### src/rtl/pipeline_exec_controller.sv
// pipeline_exec_controller: debug-path sequencer for the 5-stage MIPS pipeline.
// Loads program words into instruction memory, then runs the pipeline either
// continuously (with a fixed drain after the end instruction) or one cycle at
// a time, requesting a register/memory dump at each stop point.
// Optional feature: define CYCLE_WATCHDOG_EN to add MAX_CYCLES / o_timeout.
module pipeline_exec_controller #(
  parameter int unsigned IMEM_ADDR_W  = 8,
  parameter int unsigned DRAIN_CYCLES = 4,
  parameter logic [31:0] END_WORD     = 32'hFFFFFFFF
`ifdef CYCLE_WATCHDOG_EN
  ,
  parameter logic [31:0] MAX_CYCLES   = 32'd65535
`endif
) (
  input  logic                   i_clk,
  input  logic                   i_reset,
  input  logic                   i_cmd_valid,
  input  logic [1:0]             i_cmd,
  output logic                   o_cmd_ready,
  input  logic                   i_load_valid,
  input  logic [31:0]            i_load_word,
  output logic                   o_imem_we,
  output logic [IMEM_ADDR_W-1:0] o_imem_addr,
  output logic [31:0]            o_imem_data,
  input  logic                   i_program_end,
  output logic                   o_halt,
  output logic                   o_pipe_reset,
  output logic                   o_dump_req,
  input  logic                   i_dump_done,
  output logic                   o_busy,
  output logic                   o_done,
  output logic                   o_load_err,
  output logic [31:0]            o_cycle_count
`ifdef CYCLE_WATCHDOG_EN
  ,
  output logic                   o_timeout
`endif
);

  localparam logic [1:0] CMD_LOAD  = 2'b00;
  localparam logic [1:0] CMD_RUN   = 2'b01;
  localparam logic [1:0] CMD_STEP  = 2'b10;
  localparam logic [1:0] CMD_ABORT = 2'b11;

  typedef enum logic [2:0] {
    S_IDLE,
    S_LOAD,
    S_RUN,
    S_DRAIN,
    S_STEP_EXEC,
    S_STEP_WAIT,
    S_DUMP,
    S_FINISH
  } state_t;

  state_t                 state_q, state_d;
  logic [IMEM_ADDR_W-1:0] ptr_q, ptr_d;
  logic                   imem_we_q, imem_we_d;
  logic [IMEM_ADDR_W-1:0] imem_addr_q, imem_addr_d;
  logic [31:0]            imem_data_q, imem_data_d;
  logic                   halt_q, halt_d;
  logic                   pipe_reset_q, pipe_reset_d;
  logic                   dump_req_q, dump_req_d;
  logic                   busy_q, busy_d;
  logic                   done_q, done_d;
  logic                   load_err_q, load_err_d;
  logic                   cmd_ready_q, cmd_ready_d;
  logic [31:0]            count_q, count_d;
  logic [31:0]            drain_q, drain_d;
  logic                   from_run_q, from_run_d;
  logic                   step_end_q, step_end_d;
  logic                   end_seen_q, end_seen_d;
  logic [31:0]            post_q, post_d;
`ifdef CYCLE_WATCHDOG_EN
  logic                   timeout_q, timeout_d;
`endif

  logic cmd_acc;

  // Next-state and next-output computation for the sequencer.
  always_comb begin
    state_d      = state_q;
    ptr_d        = ptr_q;
    imem_we_d    = 1'b0;
    imem_addr_d  = imem_addr_q;
    imem_data_d  = imem_data_q;
    pipe_reset_d = pipe_reset_q;
    done_d       = done_q;
    load_err_d   = load_err_q;
    count_d      = count_q;
    drain_d      = drain_q;
    from_run_d   = from_run_q;
    step_end_d   = step_end_q;
    end_seen_d   = end_seen_q;
    post_d       = post_q;
`ifdef CYCLE_WATCHDOG_EN
    timeout_d    = timeout_q;
`endif

    cmd_acc = i_cmd_valid && cmd_ready_q;

    // Count every cycle the pipeline actually advanced, saturating.
    if (!halt_q && count_q != '1) begin
      count_d = count_q + 32'd1;
    end

    case (state_q)
      S_IDLE: begin
        if (cmd_acc) begin
          if (i_cmd == CMD_LOAD) begin
            ptr_d        = '0;
            imem_addr_d  = '0;
            done_d       = 1'b0;
            load_err_d   = 1'b0;
            count_d      = '0;
            pipe_reset_d = 1'b1;
`ifdef CYCLE_WATCHDOG_EN
            timeout_d    = 1'b0;
`endif
            state_d      = S_LOAD;
          end else if ((i_cmd == CMD_RUN || i_cmd == CMD_STEP) && !load_err_q && !done_q) begin
            pipe_reset_d = 1'b0;
            end_seen_d   = 1'b0;
            post_d       = '0;
            state_d      = (i_cmd == CMD_RUN) ? S_RUN : S_STEP_EXEC;
          end
        end
      end

      S_LOAD: begin
        if (i_load_valid) begin
          imem_we_d   = 1'b1;
          imem_addr_d = ptr_q;
          imem_data_d = i_load_word;
          if (ptr_q != '1) begin
            ptr_d = ptr_q + 1'b1;
          end
          if (i_load_word == END_WORD) begin
            state_d = S_IDLE;
          end else if (ptr_q == '1) begin
            load_err_d = 1'b1;
            state_d    = S_IDLE;
          end
        end
      end

      S_RUN: begin
        if (i_program_end) begin
          from_run_d = 1'b1;
          if (DRAIN_CYCLES == 0) begin
            state_d = S_DUMP;
          end else begin
            drain_d = DRAIN_CYCLES - 1;
            state_d = S_DRAIN;
          end
        end
`ifdef CYCLE_WATCHDOG_EN
        if (count_d >= MAX_CYCLES) begin
          timeout_d  = 1'b1;
          from_run_d = 1'b1;
          state_d    = S_DUMP;
        end
`endif
      end

      // Counter is preloaded with DRAIN_CYCLES-1 so the DRAIN state itself
      // spans exactly DRAIN_CYCLES unhalted cycles.
      S_DRAIN: begin
        from_run_d = 1'b1;
        if (drain_q == '0) begin
          state_d = S_DUMP;
        end else begin
          drain_d = drain_q - 32'd1;
`ifdef CYCLE_WATCHDOG_EN
          if (count_d >= MAX_CYCLES) begin
            timeout_d = 1'b1;
            state_d   = S_DUMP;
          end
`endif
        end
      end

      // post_q counts steps taken after the one that first saw the end.
      S_STEP_EXEC: begin
        step_end_d = i_program_end;
        from_run_d = 1'b0;
        if (end_seen_q && post_q < DRAIN_CYCLES) begin
          post_d = post_q + 32'd1;
        end
        if (i_program_end) begin
          end_seen_d = 1'b1;
        end
        state_d = S_DUMP;
      end

      S_DUMP: begin
        if (i_dump_done) begin
          if (from_run_q || (step_end_q && post_q >= DRAIN_CYCLES)) begin
            state_d = S_FINISH;
          end else begin
            state_d = S_STEP_WAIT;
          end
        end
      end

      S_STEP_WAIT: begin
        if (cmd_acc) begin
          if (i_cmd == CMD_STEP) begin
            state_d = S_STEP_EXEC;
          end else if (i_cmd == CMD_ABORT) begin
            state_d = S_FINISH;
          end
        end
      end

      S_FINISH: begin
        state_d = S_IDLE;
      end

      default: begin
        state_d = S_IDLE;
      end
    endcase

    if (state_d == S_FINISH) begin
      done_d       = 1'b1;
      pipe_reset_d = 1'b1;
    end

    halt_d      = !(state_d == S_RUN || state_d == S_DRAIN || state_d == S_STEP_EXEC);
    dump_req_d  = (state_d == S_DUMP);
    busy_d      = (state_d != S_IDLE);
    cmd_ready_d = (state_d == S_IDLE || state_d == S_STEP_WAIT);
  end

  // State and registered outputs with synchronous reset.
  always_ff @(posedge i_clk) begin
    if (i_reset) begin
      state_q      <= S_IDLE;
      ptr_q        <= '0;
      imem_we_q    <= 1'b0;
      imem_addr_q  <= '0;
      imem_data_q  <= '0;
      halt_q       <= 1'b1;
      pipe_reset_q <= 1'b1;
      dump_req_q   <= 1'b0;
      busy_q       <= 1'b0;
      done_q       <= 1'b0;
      load_err_q   <= 1'b0;
      cmd_ready_q  <= 1'b1;
      count_q      <= '0;
      drain_q      <= '0;
      from_run_q   <= 1'b0;
      step_end_q   <= 1'b0;
      end_seen_q   <= 1'b0;
      post_q       <= '0;
`ifdef CYCLE_WATCHDOG_EN
      timeout_q    <= 1'b0;
`endif
    end else begin
      state_q      <= state_d;
      ptr_q        <= ptr_d;
      imem_we_q    <= imem_we_d;
      imem_addr_q  <= imem_addr_d;
      imem_data_q  <= imem_data_d;
      halt_q       <= halt_d;
      pipe_reset_q <= pipe_reset_d;
      dump_req_q   <= dump_req_d;
      busy_q       <= busy_d;
      done_q       <= done_d;
      load_err_q   <= load_err_d;
      cmd_ready_q  <= cmd_ready_d;
      count_q      <= count_d;
      drain_q      <= drain_d;
      from_run_q   <= from_run_d;
      step_end_q   <= step_end_d;
      end_seen_q   <= end_seen_d;
      post_q       <= post_d;
`ifdef CYCLE_WATCHDOG_EN
      timeout_q    <= timeout_d;
`endif
    end
  end

  assign o_cmd_ready   = cmd_ready_q;
  assign o_imem_we     = imem_we_q;
  assign o_imem_addr   = imem_addr_q;
  assign o_imem_data   = imem_data_q;
  assign o_halt        = halt_q;
  assign o_pipe_reset  = pipe_reset_q;
  assign o_dump_req    = dump_req_q;
  assign o_busy        = busy_q;
  assign o_done        = done_q;
  assign o_load_err    = load_err_q;
  assign o_cycle_count = count_q;
`ifdef CYCLE_WATCHDOG_EN
  assign o_timeout     = timeout_q;
`endif

endmodule

### config.mk
export PLATFORM = sky130hd
export DESIGN_NAME = pipeline_exec_controller
export DESIGN_NICKNAME = d
export VERILOG_FILES = /design/src/rtl/pipeline_exec_controller.sv
export SDC_FILE = /design/constraint.sdc
export NUM_CORES = 1
export LEC_CHECK = 0
export CAP_MARGIN = 15
export CORE_UTILIZATION = 55
export CTS_BUF_LIST = sky130_fd_sc_hd__clkbuf_4 sky130_fd_sc_hd__clkbuf_8
export DETAILED_ROUTE_END_ITERATION = 16
export PLACE_DENSITY_LB_ADDON = 0.12
export SETUP_SLACK_MARGIN = 0.05
export SYNTH_ARGS = -nofsm -noshare
export SYNTH_HDL_FRONTEND = slang
export SYNTH_SLANG_ARGS = --single-unit
### constraint.sdc
create_clock -name i_clk -period 5.21 [get_ports i_clk]
set_input_delay 0.7815 -clock i_clk [delete_from_list [all_inputs] [get_ports i_clk]]
set_output_delay 0.7815 -clock i_clk [all_outputs]
set_load 0.1 [all_outputs]
* Yosys cells after proc, flatten, opt, wreduce, memory -nomap -nowiden
Index checks and enable logic that the tools add are counted.
** Word-level totals
- Bits of input ports :: 40
- Bits in registers :: 158
- Output and inout bits :: 80
- Word-level logic and storage cells :: 147
** Cells by class
- Muxes and demuxes :: 50
- Equal/unequal tests :: 32
- Bitwise gates (word level) :: 1
- Reduce and logical (&&, ||, !) cells :: 40
- $add $sub $neg :: 4
- Order comparisons :: 2
** Operators with widths (number)
- $mux 32 :: 10
- $pmux 32 s2 :: 2
- $add 32x1->32 const B :: 2
- $mux 8 :: 5
- $mux 3 :: 13
- $eq 32x32->1 const B :: 1
- $ge 32x3->1 const B :: 1
- $logic_not 32->1 :: 1
- $lt 32x3->1 const B :: 1
- $ne 32x32->1 const B :: 1
- $pmux 8 s2 :: 2
- $sub 32x1->32 const B :: 1
- $eq 3x3->1 const B :: 8
- $ne 2x2->1 const B :: 12
- $pmux 3 s8 :: 1
- $reduce_and 5->1 :: 3
- $reduce_bool 2->1 :: 7
- $mux 1 :: 13
- $eq 3x2->1 const B :: 4
- $reduce_and 3->1 :: 3
- $add 8x1->8 const B :: 1
- $eq 8x8->1 const B :: 1
- $ne 8x8->1 const B :: 1
- $logic_and 1x1->1 :: 6
- 16 further kinds :: 29

* Logic depth before layout (Yosys ltp)
Gate-level depths: netlist of the first run.
- Depth after elaboration :: 12
- Mapped depth :: 10
- Mapped depth without buffers :: 8

* Worst setup path before layout of the first run
No wires, ideal clock.
- Path kind :: input to register
- From :: input port i_cmd[1]
- To :: register post_q[27]
- Data required time :: 5138 ps
- Setup time :: 72 ps
- Slack :: 2017 ps
- Data arrival time :: 3122 ps
- Cell stages on the path :: 8
- Path buffers :: 0
- Cell sequence :: inv_1 ha_1 or3b_1 or3_1 a2111oi_4 o2111ai_1 or3_1 a21oi_1
** On the way
- Word-level cells in the longest chain between the ends :: 6
- Elaborated cells between the ends (all ways) :: 9
- Those cells by class :: eq/ne (4); reduce/logical (5)
** Ends and longest elaborated chain
- start: declaration :: RTL line 18 : input logic [1:0] i_cmd,
- $eq 2x1->1 / $eq 2x2->1 (equally long branches) :: RTL line 121 : end else if ((i_cmd == CMD_RUN || i_cmd == CMD_STEP) && !load_err_q && !done_q) begin
- $logic_or 1x1->1 :: RTL line 121
- $logic_and 1x1->1 (2 in series) :: RTL line 121
- $ne 2x2->1 (no line)
- $reduce_and 5->1 (no line) (*)
- end signal: assignment :: RTL line 278 : post_q <= post_d;
- end: declaration :: RTL line 73 : logic [31:0] post_q, post_d;
Mark *: on every way between the ends. The rest lies on a longest branch, timed or not.
A chain may end at the register's enable or synchronous reset.

* Worst setup path after layout of the first run
- From :: input port i_cmd[0]
- To :: register post_q[27]
The elaborated chain is that of the path after synthesis.

==> results.md, run 1 <==
* Post-DP HPWL at 11.48 mm
* Most common flop cell mapped by yosys: dfxtp_1
* Clock skew at 0.01354 ns
* Storage cell area at 3163 um^2
* Critical path's top delay family: simple AND/OR/NAND/NOR gates
* Slew headroom at 32.13%
* Root Buffer: clkbuf_8
* Area growth, synth to finish at 24.69%
* Post-Syn Area at 6807 um^2
* Cts repair resizes at 0
* Multi-input gate area at 3417 um^2
* Critical-path cell list: clkdlybuf4s50_1, inv_1, ha_1, or3b_1, or3_1, a2111oi_4, o2111ai_1, or3_1, a21oi_1
* CORE AREA at 12060 um^2
* Vias in the first global route at 5885
* Antenna Nets Post-Route at 0
* Synth warn at 0
* Largest stage delay on the critical path at 0.58 ns
* Register area share after synthesis at 46.47%
* Share of cells above drive strength 1 at 6.501%
* Worst reg-to-reg setup slack at 2.35 ns
* Critical Path RT at 5.59 ns
* Ranking of synthesized cells by area: dfxtp_1 46%, nand2_1 5.5%, nor2_1 5.3%
* Number of buffers added on ports at 119
* Post-synth EDFFs at 0
* Critical Path Fanout Max at 8
* Final setup TNS at 0 ns
* Die Ht at 113.2 um
* N_diodes at 0
* Die width at 113.2 um
* # fillers at 974
* GR Overflow Total at 0
* CTS tree: built
* DR iter-0 viols at 369
* Clock latency on the worst-skew pair at 0.46 ns
* RSZ-0062 raised after global routing: false
* Synthesized Nets at 849
* Clock sink count at 158
* Drt total wl at 16.00 mm
* First-pass DRT Iterations at 4
* Hold_buf cts at 0
* Longest Clk Path Bufs at 2
* Critical path launch point type: input port
* Max-cap check violation count at 0
* Buffers plus inverters on the worst setup path at 2
* H-tree levels at 4
* Mapped Cells at 802
* Post-CTS setup buffer count at 0
* Synth area leader: dfxtp_1
* Synth cell types at 61
* Arrival time worst endpoint at 3.89 ns
* Slowest stage cell, crit path: a2111oi_4
* WS Path Type: input port to flop
* Max VDD drop at 458.6 uV
* Die area at 12820 um^2
* Final period util at 67.42%
* DR WL/cell at 14.66 um
* Placer Congestion at 0.8150
* Synth Area per Inst at 8.487 um^2
* Final Max Slew Viols at 0
* Row cnt at 40
* Cell Pwr Density at 543.2 nW/um^2
* Setup-failing EPs final at 0
* Worst hold margin at 0.4578 ns
* Final hold violation count at 0
* Residual DRC count at 0
* Most common cell on crit path: or3_1
* Crit end category: flop
* I/O pin cnt at 120
* Design area at 8487 um^2
* Synth top area share at 46.47%
* Largest net degree at the start of global routing at 61
* Leakage at 2.903 nW
* Status: complete, no violations
* #FFs+latches synth at 158
* Starting Density at 56.43%
* Overall Global Routing Usage at 25.99%
* Nets at 957
* First-pass GRT wire length at 27.03 mm
* Commonest non-fill, non-tap cells in the layout: 158 x dfxtp_1, 118 x clkdlybuf4s50_1, 99 x nand2_1
* Hold Path Class: flop to flop
* Min cycle time layout at 3.512 ns
* Total number of vias at 6137
* Post-synth ARST share at 0%
* Fin util at 70.36%
* Commonest non-fill, non-tap cell in the layout: dfxtp_1
* Pwr Total at 4.610 mW
* Clk pin slew, worst setup/hold paths at 0.08 ns
* Worst-Margin Slew at 1.015 ns
* Vias per cell at 5.625
* Initial antenna violation count at 0
* DP Area at 8097 um^2
* FMAX at 284.7 MHz
* Inserted Clock Buffers at 17
==> flip-flops by register name, summed over array words and instances (netlist names), 3 cells and up <==
register	count
ptr_q	8
post_q	32
state_q	3
o_imem_addr	8
drain_q	32
o_cycle_count	32
o_imem_data	32
==> Yosys cell counts (3+ instances only) <==
cell type,instances
a211oi_1,3
a21oi_1,53
a22oi_1,10
a31oi_1,3
and2_1,19
and3_1,9
and4_1,5
buf_1,4
clkbuf_1,30
dfxtp_1,158
ha_1,7
inv_1,20
mux2i_1,4
nand2_1,99
nand2b_1,4
nand3_1,22
nand4_1,21
nand4b_1,3
nor2_1,97
nor3_1,25
nor3b_1,3
nor4_1,31
o211ai_1,6
o21a_1,12
o21ai_0,17
o21ai_1,3
o31ai_1,10
o41ai_1,4
or2_2,7
or3_1,20
or4_1,9
or4_4,3
xnor2_1,25
xor2_1,21
==> routing by layer <==
layer	part of all wire [%]	vias up	routed length, um	track usage [%]
met5	0	-	0	0
met4	1.7	0	271	8.421
met3	5.1	20	817	7.445
met2	49	130	7902	44.34
met1	44	2923	7007	31.55
li1	-	3064	-	-
==> worst min-delay path: stages, from the launching register on <==
cell	delay [ns]
dfxtp_1	0.32
nand2_1	0.05
a21oi_1	0.05
==> where the power goes <==
part	internal, mW	switching (mW)	total (mW)
clock network	0.397	0.474	0.871
registers	1.37	0.184	1.55
logic	0.736	1.45	2.18
total	2.50	2.11	4.61
==> worst paths after layout <==
kind	start	to	depth (start not counted)
max reg2reg	drain_q[0]	o_pipe_reset	8
max	i_cmd[0]	post_q[27]	9
min reg2reg	o_imem_data[14]	o_imem_data[14]	2
min	o_imem_data[14]	o_imem_data[14]	2
==> final cells by class <==
cell class	instances	share of cell area (%)
inverter	20	0.8846
tap	168	2.477
timing repair buffer	126	14.60
sequential	158	37.27
clock buffer	18	2.919
clock inverter	14	1.592
multi-input combinational	587	40.26
==> through the flow <==
step           instances  setup slack [ns]
2_1_floorplan        802             2.017
3_3_place_gp        1058             1.327
3_5_place_dp        1058             1.241
4_1_cts             1090             1.727
5_1_grt             1091             1.542
6_report            1091             1.698
==> logic make-up (layout without fill, tap and decap cells) <==
group / Yosys count / after routing / synth area share [%]
AND/OR/NAND/NOR: 390 / 390 / 28.97
adder cells (fa/ha/maj): 7 / 7 / 1.287
XOR/XNOR: 46 / 46 / 5.919
multiplexers: 5 / 5 / 0.7537
buffers and inverters: 57 / 178 / 3.382
flip-flops: 158 / 158 / 46.47
AO/OA/AOI/OAI: 139 / 139 / 13.22
No activity file was read; power rests on OpenSTA's default activity.
==> run 2: changes to the inputs <==
CORE_UTILIZATION = 49   (was 55)
clock period = 2.9 ns   (was 5.21 ns; I/O delays follow)
==> run 2 against run 1 <==
  * Worst setup slack worse by 1.5 ns
  * Via count up 2.4%
  * First-iteration DRC count increased by 12%
  * Clock skew shrank 0.0062 ns
  * Critical path depth down 3
  * Clock-buffer cell count up 5
  * Combinational power is 93% higher
  * Global-route usage down 2.4 points
  * Sequential power increased by 79%
==> results.md, run 2 (synthesized netlist as in run 1, its figures left out) <==
* Residual DRC count at 0 (unchanged)
* Critical Path RT at 3.19 ns (-2.40 ns)
* Critical path's top delay family: simple AND/OR/NAND/NOR gates
* GR Overflow Total at 0 (unchanged)
* Drt total wl at 16.58 mm (+3.6%)
* Finished Layout Cells at 1117 (+2.4%)
* Total number of vias at 6285 (+2.4%)
* Slack of the critical path at 0.1924 ns (-1.505 ns)
* Leakage at 3.206 nW (+10%)
* Setup-failing EPs final at 0 (unchanged)
* Slowest stage cell, crit path: or4_4
* Final setup TNS at 0 ns (unchanged)
* Area growth, synth to finish at 25.33%
* Crit end category: flop
* Commonest non-fill, non-tap cell in the layout: dfxtp_1
* Fin util at 63.66% (-6.7 points)
* CORE AREA at 13400 um^2 (+11%)
* Inserted Clock Buffers at 17 (unchanged)
* Most common cell on crit path: or4_4
* Die area at 14370 um^2 (+12%)
* Placer Congestion at 0.8205 (+0.67%)
* Share of cells above drive strength 1 at 17.43% (+11 points)
* Worst r2r src: drain_q[8]
* Largest net degree at the start of global routing at 39 (-36%)
* Vias in the first global route at 5754 (-2.2%)
* Critical path launch point type: flop
* Die width at 119.9 um (+5.8%)
* Slew headroom at 47.33% (+15 points)
* I/O pin cnt at 120 (unchanged)
* DR WL/cell at 14.84 um (+1.2%)
* Nets at 977 (+2.1%)
* Int Power at 4.971 mW (+99%)
* Final hold violation count at 0 (unchanged)
* Buffers plus inverters on the worst setup path at 0 (-2)
* Worst hold margin at 0.4088 ns (-0.04899 ns)
* Comb pwr share at 48.0% (+0.6 points)
* Dpl ws at -0.3320 ns (-1.573 ns)
* Design area at 8531 um^2 (+0.52%)
* WS Path Type: flop to flop
* P_sw at 3.788 mW (+80%)
* Critical Path Fanout Max at 10 (+2)
* Clock sink count at 158 (unchanged)
* DR iter-0 viols at 413 (+12%)
* Hold Path Class: input port to flop
* Starting Density at 50.79% (-5.6 points)
* Post-DP HPWL at 12.01 mm (+4.7%)
* N_diodes at 0 (unchanged)
* Clk network pwr share at 20.3% (+1.4 points)
* Die Ht at 119.9 um (+5.8%)
* Cell total after placement at 1085 (+2.6%)
* Hold Startpoint: i_reset
* Worst-Margin Slew at 0.7798 ns (-0.2351 ns)
* Largest stage delay on the critical path at 0.59 ns (about the same)
* Cell Pwr Density at 1027 nW/um^2 (+89%)
* Antenna Nets Post-Route at 0 (unchanged)
* Critical-path cell list: or4_4, or4_4, or4_4, nand2_2, and2_4, o311ai_0
* H-tree levels at 4 (unchanged)
* Clk pin slew, worst setup/hold paths at 0.08 ns (about the same)
* DP Area at 8065 um^2 (-0.39%)
* CTS tree: built
* Initial antenna violation count at 0 (unchanged)
* Sequential cell fraction of total power at 31.7% (-2.0 points)
* First-pass DRT Iterations at 7 (+3)
* Final period util at 93.37%
* Clock latency on the worst-skew pair at 0.45 ns (about the same)
* Clock skew at 0.007389 ns (-0.006151 ns)
* Arrival time worst endpoint at 2.99 ns (-0.90 ns)
* Max VDD drop at 870.9 uV (+90%)
* Status: complete, no violations
* RSZ-0062 raised after global routing: false
* Row cnt at 42 (+5.0%)
* First-pass GRT wire length at 27.23 mm (+0.74%)
* Vias per cell at 5.627 (about the same)
* Worst setup path start: drain_q[8]
* Hold_buf cts at 0 (unchanged)
* Longest Clk Path Bufs at 2 (unchanged)
* Final Max Slew Viols at 0 (unchanged)
* Number of buffers added on ports at 119 (unchanged)
* Min cycle time layout at 2.708 ns
* FMAX at 369.3 MHz
* Commonest non-fill, non-tap cells in the layout: 155 x dfxtp_1, 106 x buf_4, 99 x nand2_1
* Overall Global Routing Usage at 23.55% (-2.4 points)
* Pwr Total at 8.759 mW (+90%)
* Root Buffer: clkbuf_8
* Max-cap check violation count at 0 (unchanged)
* Sw frac at 43.24% (-2.4 points)
[run 2: final cells by class]
type / instances / area (um^2)
clock inverters: 7 / 135.1
clock buffers: 23 / 297.8
multi-input cells: 587 / 3435
fillers: 1183 / 4870
inverters: 20 / 75.07
flip-flops and latches: 158 / 3167
well taps: 176 / 220.2
repair buffers: 146 / 1201
[run 2: worst paths after layout]
path,endpoint,slack [ns],depth (start not counted)
min reg2reg,o_imem_data[26],0.45,2
min,step_end_q,0.41,2
max,o_pipe_reset,0.19,6
max reg2reg,o_pipe_reset,0.19,6
[run 2: worst reg2reg max path: cells and delay by family (launching register included)]
| kind | cells | cell delay [ns] |
|---|---|---|
| compound gates | 1 | 0.12 |
| flops | 1 | 0.37 |
| simple gates | 5 | 2.06 |
[run 2: repair_timing]
action	CTS	global route
setup buffers	0	1
setup endpoints to repair	0	4
hold endpoints to repair	0	0
gates resized for setup	0	3
[run 2: metal layers]
metal	vias to the layer above	global-route usage (%)	wire, um
met3	29	6.179	855
met2	185	39.02	8026
met4	0	7.500	216
li1	3096	-	-
met1	2975	29.78	7480
met5	-	0	0
[run 2: power groups by stage]
stage / Sequential, mW / Combinational (mW) / Clock (mW)
after floorplan: 3.20 / 2.87 / 0
after global placement: 2.79 / 4.05 / 0
after detailed placement: 2.81 / 4.14 / 0
after CTS: 2.77 / 4.17 / 1.81
after global routing: 2.82 / 4.52 / 1.91
final: 2.78 / 4.21 / 1.77
